==> src/rtl/lsu_mem_controller.sv <==
// Load/store sequencer: alignment check, byte-lane steering, req/gnt/rvalid handshake
// and load extension, holding the pipeline stalled until the access completes.
module lsu_mem_controller #(
  parameter int TIMEOUT_CYCLES = 16
) (
  input  logic        clk_in,
  input  logic        rst_in,
  input  logic        lsu_start_in,
  input  logic        is_store_in,
  input  logic [1:0]  load_size_in,
  input  logic        load_unsigned_in,
  input  logic [31:0] addr_in,
  input  logic [31:0] store_data_in,
  output logic        bus_req_out,
  output logic        bus_we_out,
  output logic [31:0] bus_addr_out,
  output logic [3:0]  bus_wstrb_out,
  output logic [31:0] bus_wdata_out,
  input  logic        bus_gnt_in,
  input  logic        bus_rvalid_in,
  input  logic [31:0] bus_rdata_in,
  output logic        stall_out,
  output logic [31:0] load_data_out,
  output logic        load_valid_out,
  output logic        misaligned_out,
  output logic        err_out
);

  localparam int CW = (TIMEOUT_CYCLES > 1) ? $clog2(TIMEOUT_CYCLES) : 1;
  localparam logic [CW-1:0] CNT_MAX = CW'(TIMEOUT_CYCLES - 1);

  typedef enum logic [1:0] {
    S_IDLE,
    S_REQ,
    S_WAIT,
    S_DONE
  } state_t;

  state_t      state_q, state_d;
  logic        store_q, store_d;
  logic [1:0]  size_q, size_d;
  logic        uns_q, uns_d;
  logic [31:0] addr_q, addr_d;
  logic [3:0]  wstrb_q, wstrb_d;
  logic [31:0] wdata_q, wdata_d;
  logic [CW-1:0] cnt_q, cnt_d;
  logic [31:0] load_data_q, load_data_d;
  logic        load_valid_q, load_valid_d;
  logic        misaligned_q, misaligned_d;
  logic        err_q, err_d;

  logic        misaligned_w;
  logic        accept_w;
  logic [3:0]  strobe_w;
  logic [31:0] steer_w;
  logic [7:0]  lane_byte_w;
  logic [15:0] lane_half_w;
  logic [31:0] ext_w;

  always_comb begin
    misaligned_w = 1'b0;
    strobe_w     = 4'b0000;
    steer_w      = store_data_in;
    unique case (load_size_in)
      2'b00: begin
        strobe_w = 4'b0001 << addr_in[1:0];
        steer_w  = {4{store_data_in[7:0]}};
      end
      2'b01: begin
        misaligned_w = addr_in[0];
        strobe_w     = 4'b0011 << {addr_in[1], 1'b0};
        steer_w      = {2{store_data_in[15:0]}};
      end
      2'b10: begin
        misaligned_w = (addr_in[1:0] != 2'b00);
        strobe_w     = 4'b1111;
      end
      default: misaligned_w = 1'b1;
    endcase
  end

  assign accept_w = (state_q == S_IDLE) && lsu_start_in && !misaligned_w;

  // Lane selection uses the captured address, not the live one.
  always_comb begin
    lane_byte_w = bus_rdata_in[{addr_q[1:0], 3'b000} +: 8];
    lane_half_w = bus_rdata_in[{addr_q[1], 4'b0000} +: 16];
    unique case (size_q)
      2'b00:   ext_w = {{24{~uns_q & lane_byte_w[7]}}, lane_byte_w};
      2'b01:   ext_w = {{16{~uns_q & lane_half_w[15]}}, lane_half_w};
      default: ext_w = bus_rdata_in;
    endcase
  end

  always_comb begin
    state_d      = state_q;
    store_d      = store_q;
    size_d       = size_q;
    uns_d        = uns_q;
    addr_d       = addr_q;
    wstrb_d      = wstrb_q;
    wdata_d      = wdata_q;
    cnt_d        = cnt_q;
    load_data_d  = load_data_q;
    load_valid_d = 1'b0;
    misaligned_d = 1'b0;
    err_d        = 1'b0;
    unique case (state_q)
      S_IDLE: begin
        if (lsu_start_in) begin
          if (misaligned_w) begin
            misaligned_d = 1'b1;
          end else begin
            store_d = is_store_in;
            size_d  = load_size_in;
            uns_d   = load_unsigned_in;
            addr_d  = addr_in;
            wstrb_d = is_store_in ? strobe_w : 4'b0000;
            wdata_d = steer_w;
            state_d = S_REQ;
          end
        end
      end
      S_REQ: begin
        if (bus_gnt_in) begin
          state_d = store_q ? S_DONE : S_WAIT;
          cnt_d   = '0;
        end
      end
      S_WAIT: begin
        if (bus_rvalid_in) begin
          load_data_d  = ext_w;
          load_valid_d = 1'b1;
          state_d      = S_DONE;
        end else if (cnt_q == CNT_MAX) begin
          load_data_d = 32'h0;
          err_d       = 1'b1;
          state_d     = S_DONE;
        end else begin
          cnt_d = cnt_q + CW'(1);
        end
      end
      default: state_d = S_IDLE;
    endcase
  end

  always_ff @(posedge clk_in) begin
    if (rst_in) begin
      state_q      <= S_IDLE;
      store_q      <= 1'b0;
      size_q       <= 2'b00;
      uns_q        <= 1'b0;
      addr_q       <= 32'h0;
      wstrb_q      <= 4'b0000;
      wdata_q      <= 32'h0;
      cnt_q        <= '0;
      load_data_q  <= 32'h0;
      load_valid_q <= 1'b0;
      misaligned_q <= 1'b0;
      err_q        <= 1'b0;
    end else begin
      state_q      <= state_d;
      store_q      <= store_d;
      size_q       <= size_d;
      uns_q        <= uns_d;
      addr_q       <= addr_d;
      wstrb_q      <= wstrb_d;
      wdata_q      <= wdata_d;
      cnt_q        <= cnt_d;
      load_data_q  <= load_data_d;
      load_valid_q <= load_valid_d;
      misaligned_q <= misaligned_d;
      err_q        <= err_d;
    end
  end

  // Bus outputs are only driven while the request is outstanding.
  always_comb begin
    bus_req_out   = (state_q == S_REQ);
    bus_we_out    = bus_req_out & store_q;
    bus_addr_out  = bus_req_out ? {addr_q[31:2], 2'b00} : 32'h0;
    bus_wstrb_out = bus_req_out ? wstrb_q : 4'b0000;
    bus_wdata_out = bus_req_out ? wdata_q : 32'h0;
  end

  assign stall_out      = accept_w || (state_q == S_REQ) || (state_q == S_WAIT);
  assign load_data_out  = load_data_q;
  assign load_valid_out = load_valid_q;
  assign misaligned_out = misaligned_q;
  assign err_out        = err_q;

endmodule

==> config.mk <==
export PLATFORM = sky130hd
export DESIGN_NAME = lsu_mem_controller
export DESIGN_NICKNAME = d
export VERILOG_FILES = /design/src/rtl/lsu_mem_controller.sv
export SDC_FILE = /design/constraint.sdc
export NUM_CORES = 1
export LEC_CHECK = 0
export ABC_AREA = 0
export BUFFER_PORTS_ARGS = -buffer_cell sky130_fd_sc_hd__clkbuf_2
export CAP_MARGIN = 5
export CORE_UTILIZATION = 42
export DETAILED_ROUTE_END_ITERATION = 10
export PLACE_DENSITY = 0.79
export SYNTH_ARGS = -nofsm -noshare
export SYNTH_HDL_FRONTEND = slang
export SYNTH_SLANG_ARGS = --single-unit
==> constraint.sdc <==
create_clock -name clk_in -period 4.5 [get_ports clk_in]
set_clock_uncertainty 0.05 [all_clocks]
set_input_delay 0.225 -clock clk_in [delete_from_list [all_inputs] [get_ports clk_in]]
set_output_delay 0.225 -clock clk_in [all_outputs]
set_load 0.01 [all_outputs]
==> results.ini <==
[power]
internal_power_mw = 2.17
cellLeakagePower_nw = 3.28
clock_power_share_pct = 39.4
peakVddDrop_uv = 278
power_density_nw_per_um2 = 431
sw_frac_of_total_pct = 31.2
seqPwrFrac_pct = 37.0
power_frac_comb_pct = 23.6
design_power_total_mw = 3.16
p_sw_mw = 0.988

[logic_synthesis]
ys_ff_latch = 113
synth_compound_area_share_pct = 18.2
synth_top_family_by_area = simple AND/OR/NAND/NOR gates
mappedNetlistArea_sq_um = 5380
avgSynthCellArea_sq_um = 8.17
synth_async_sr_flop_share_pct = 0
synthXorXnorAreaFrac_pct = 0
ys_seq_area_share_pct = 42.0
synth_fa_ha_area_share_pct = 1.16
synth_edf_count = 0
ys_types = 42
synth_ff_type = dfxtp_1
synthCells = 659
synth_mux_area_share_pct = 7.41
yosys_warnings = 0
synthSimpleGateAreaFrac_pct = 25.9

[sta]
finalSetupViolations = 0
fin_ws_ns = 1.97
timing.slew.headroom_pct = 26.8
finalSetupTns_ns = 0
clock.fmax_mhz = 396
min_period_ns = 2.53
tightest_slew_ns = 1.10
rsz0062_at_grt = false
finalCritPeriodShare_pct = 56.1
slew_violations = 0
finalHoldViolations = 0

[run]
cap_viol_max_count = 0

[hold_path]
holdPathStages = 2
hold_path.class = in -> reg

[place]
place_ws_ns = 1.80
gp_congestion = 0.846
io_buffers = 208
hpwl_um = 10100

[setup_path]
rr_worst_depth = 6
crit_chain = inv_1, ha_2, nor2_1, a211oi_1, mux2_2, nor2_1
path_buf_inv = 1
critPathArrivalTime_ns = 2.74
crit_required_ns = 4.71
worst_path_most_repeated_cell = nor2_1
worst-setup-path-type = reg -> reg
start_kind = flop
crit_slowest_cell = ha_2
crit_fanout = 71
end_kind = flop
critPathMaxStageDelay_ns = 0.92
critPathTopFamily = adder cells
path_depth = 6

[global_route]
grt_pass1_vias = 5094
overflow = 0
grt_pass1_wl_um = 25000
grt_start_max_net_pins = 89
grt_usage_pct = 24.5
antenna_found_initial = 0

[layout]
antenna_cells = 0
fin_nets = 982
final_cell_mix = 208 x clkbuf_2, 153 x nand2_1, 113 x dfxtp_1
syn2layout_area_growth_pct = 36.1
drive_gt1_share_pct = 30.5
layout_commonest_cell = clkbuf_2

[floorplan]
die_h_um = 115
start_util_pct = 43.9
pin_count = 211
std_cell_rows = 40
core_sq_um = 12300
die_w_um = 115
die-area_sq_um = 13300

[routing]
vias = 5393
drtIter0Drc = 504
drt_wl_total_um = 15800
drc = 0
drtPass1Iterations = 5
ant_nets = 0
wl_per_cell_um = 15.0
via_per_inst = 5.12

[cts]
cts_tree = built
cts_made_buffers = 17
clk_latency_ns = 0.41
clock-sinks = 113
cts_setup_buffers = 0
ctsHtreeMaxLevel = 4
path_clk_slew_ns = 0.05
cts_root_buffer = clkbuf_16
clock_path_buffers = 2

[outcome]
status = finished clean

[power groups by stage]
stage          logic [mW]  registers [mW]  clock network (mW)
2_1_floorplan       0.499            1.17                   0
3_3_place_gp        0.707            1.19                   0
3_5_place_dp        0.719            1.19                   0
4_1_cts             0.746            1.17                1.27
5_1_grt             0.829            1.18                1.32
6_report            0.746            1.17                1.25
[cell type report]
cell class	count	area, sq um
multi-input cells	488	2870
clock inverters	12	91.3
repair buffers	247	1420
flip-flops and latches	113	2260
well taps	168	210
inverters	5	18.8
fillers	1103	4930
clock buffers	20	457
[synth_stat cells, types with 6 or more instances]
master    count  share of area (%)
buf_2        17                1.6
o21ai_0      33                3.1
a211oi_1      9                1.3
a221o_1      10                1.9
mux2_2        9                1.9
nor2_1       30                2.1
nand2b_1     17                2.0
and2_1       69                8.0
a221o_2       6                1.3
nand2_1     153                 11
a32o_1        8                1.5
a311oi_1     10                1.6
nor2b_1       9                1.0
dfxtp_1     113                 42
a21oi_1      61                5.7
clkbuf_1     29                2.0
mux2i_1      26                4.8
[registers in the layout, indices dropped and copies added (netlist names)]
signal / count
addr_q: 32
uns_q: 1
err_out: 1
load_data_out: 32
state_q: 2
wstrb_q: 4
misaligned_out: 1
wdata_q: 32
cnt_q: 4
store_q: 1
load_valid_out: 1
size_q: 2
[logic make-up after synthesis]
logic type / count (synthesis)
AO/OA/AOI/OAI: 148
adder cells (fa/ha/maj): 5
multiplexers: 37
buffers and inverters: 59
other: 1
AND/OR/NAND/NOR: 296
flip-flops: 113
[routing by layer]
layer	vias to the layer above	track usage [%]	share of wire [%]
li1	2660	-	-
met1	2460	29.5	42
met2	245	38.8	47
met3	28	8.38	7.7
met4	0	12.5	2.6
met5	-	0	0
[through the flow]
stage	hold WS (ns)	instances	util (%)	area [sq um]
finish	0.0309	1053	59.8	7330
global placement	0.384	986	52.4	6430
floorplan	0.311	660	-	5390
global route	0.0122	1053	59.8	7330
detailed placement	0.393	986	52.4	6430
CTS	0.00603	1053	59.8	7330
[worst register-to-register path: stages (launching register included)]
cell and delay [ns]:
dfxtp_1 0.34, inv_1 0.09, ha_2 0.92, nor2_1 0.17, a211oi_1 0.53, mux2_2 0.27, nor2_1 0.04
[timing repair]
| item | CTS | global route |
|---|---|---|
| resized for setup | 0 | 0 |
| hold buffers | 35 | 0 |
| endpoints found under the hold margin | 35 | 0 |
[worst paths after layout]
check             slack, ns           endpoint        startpoint
setup / recovery       1.97           cnt_q[0]        state_q[1]
hold / removal         0.03  load_data_out[16]  bus_rdata_in[16]
setup reg to reg       1.97           cnt_q[0]        state_q[1]
hold reg to reg        0.40          addr_q[3]         addr_q[3]
Power figures use the tool's default switching activity.
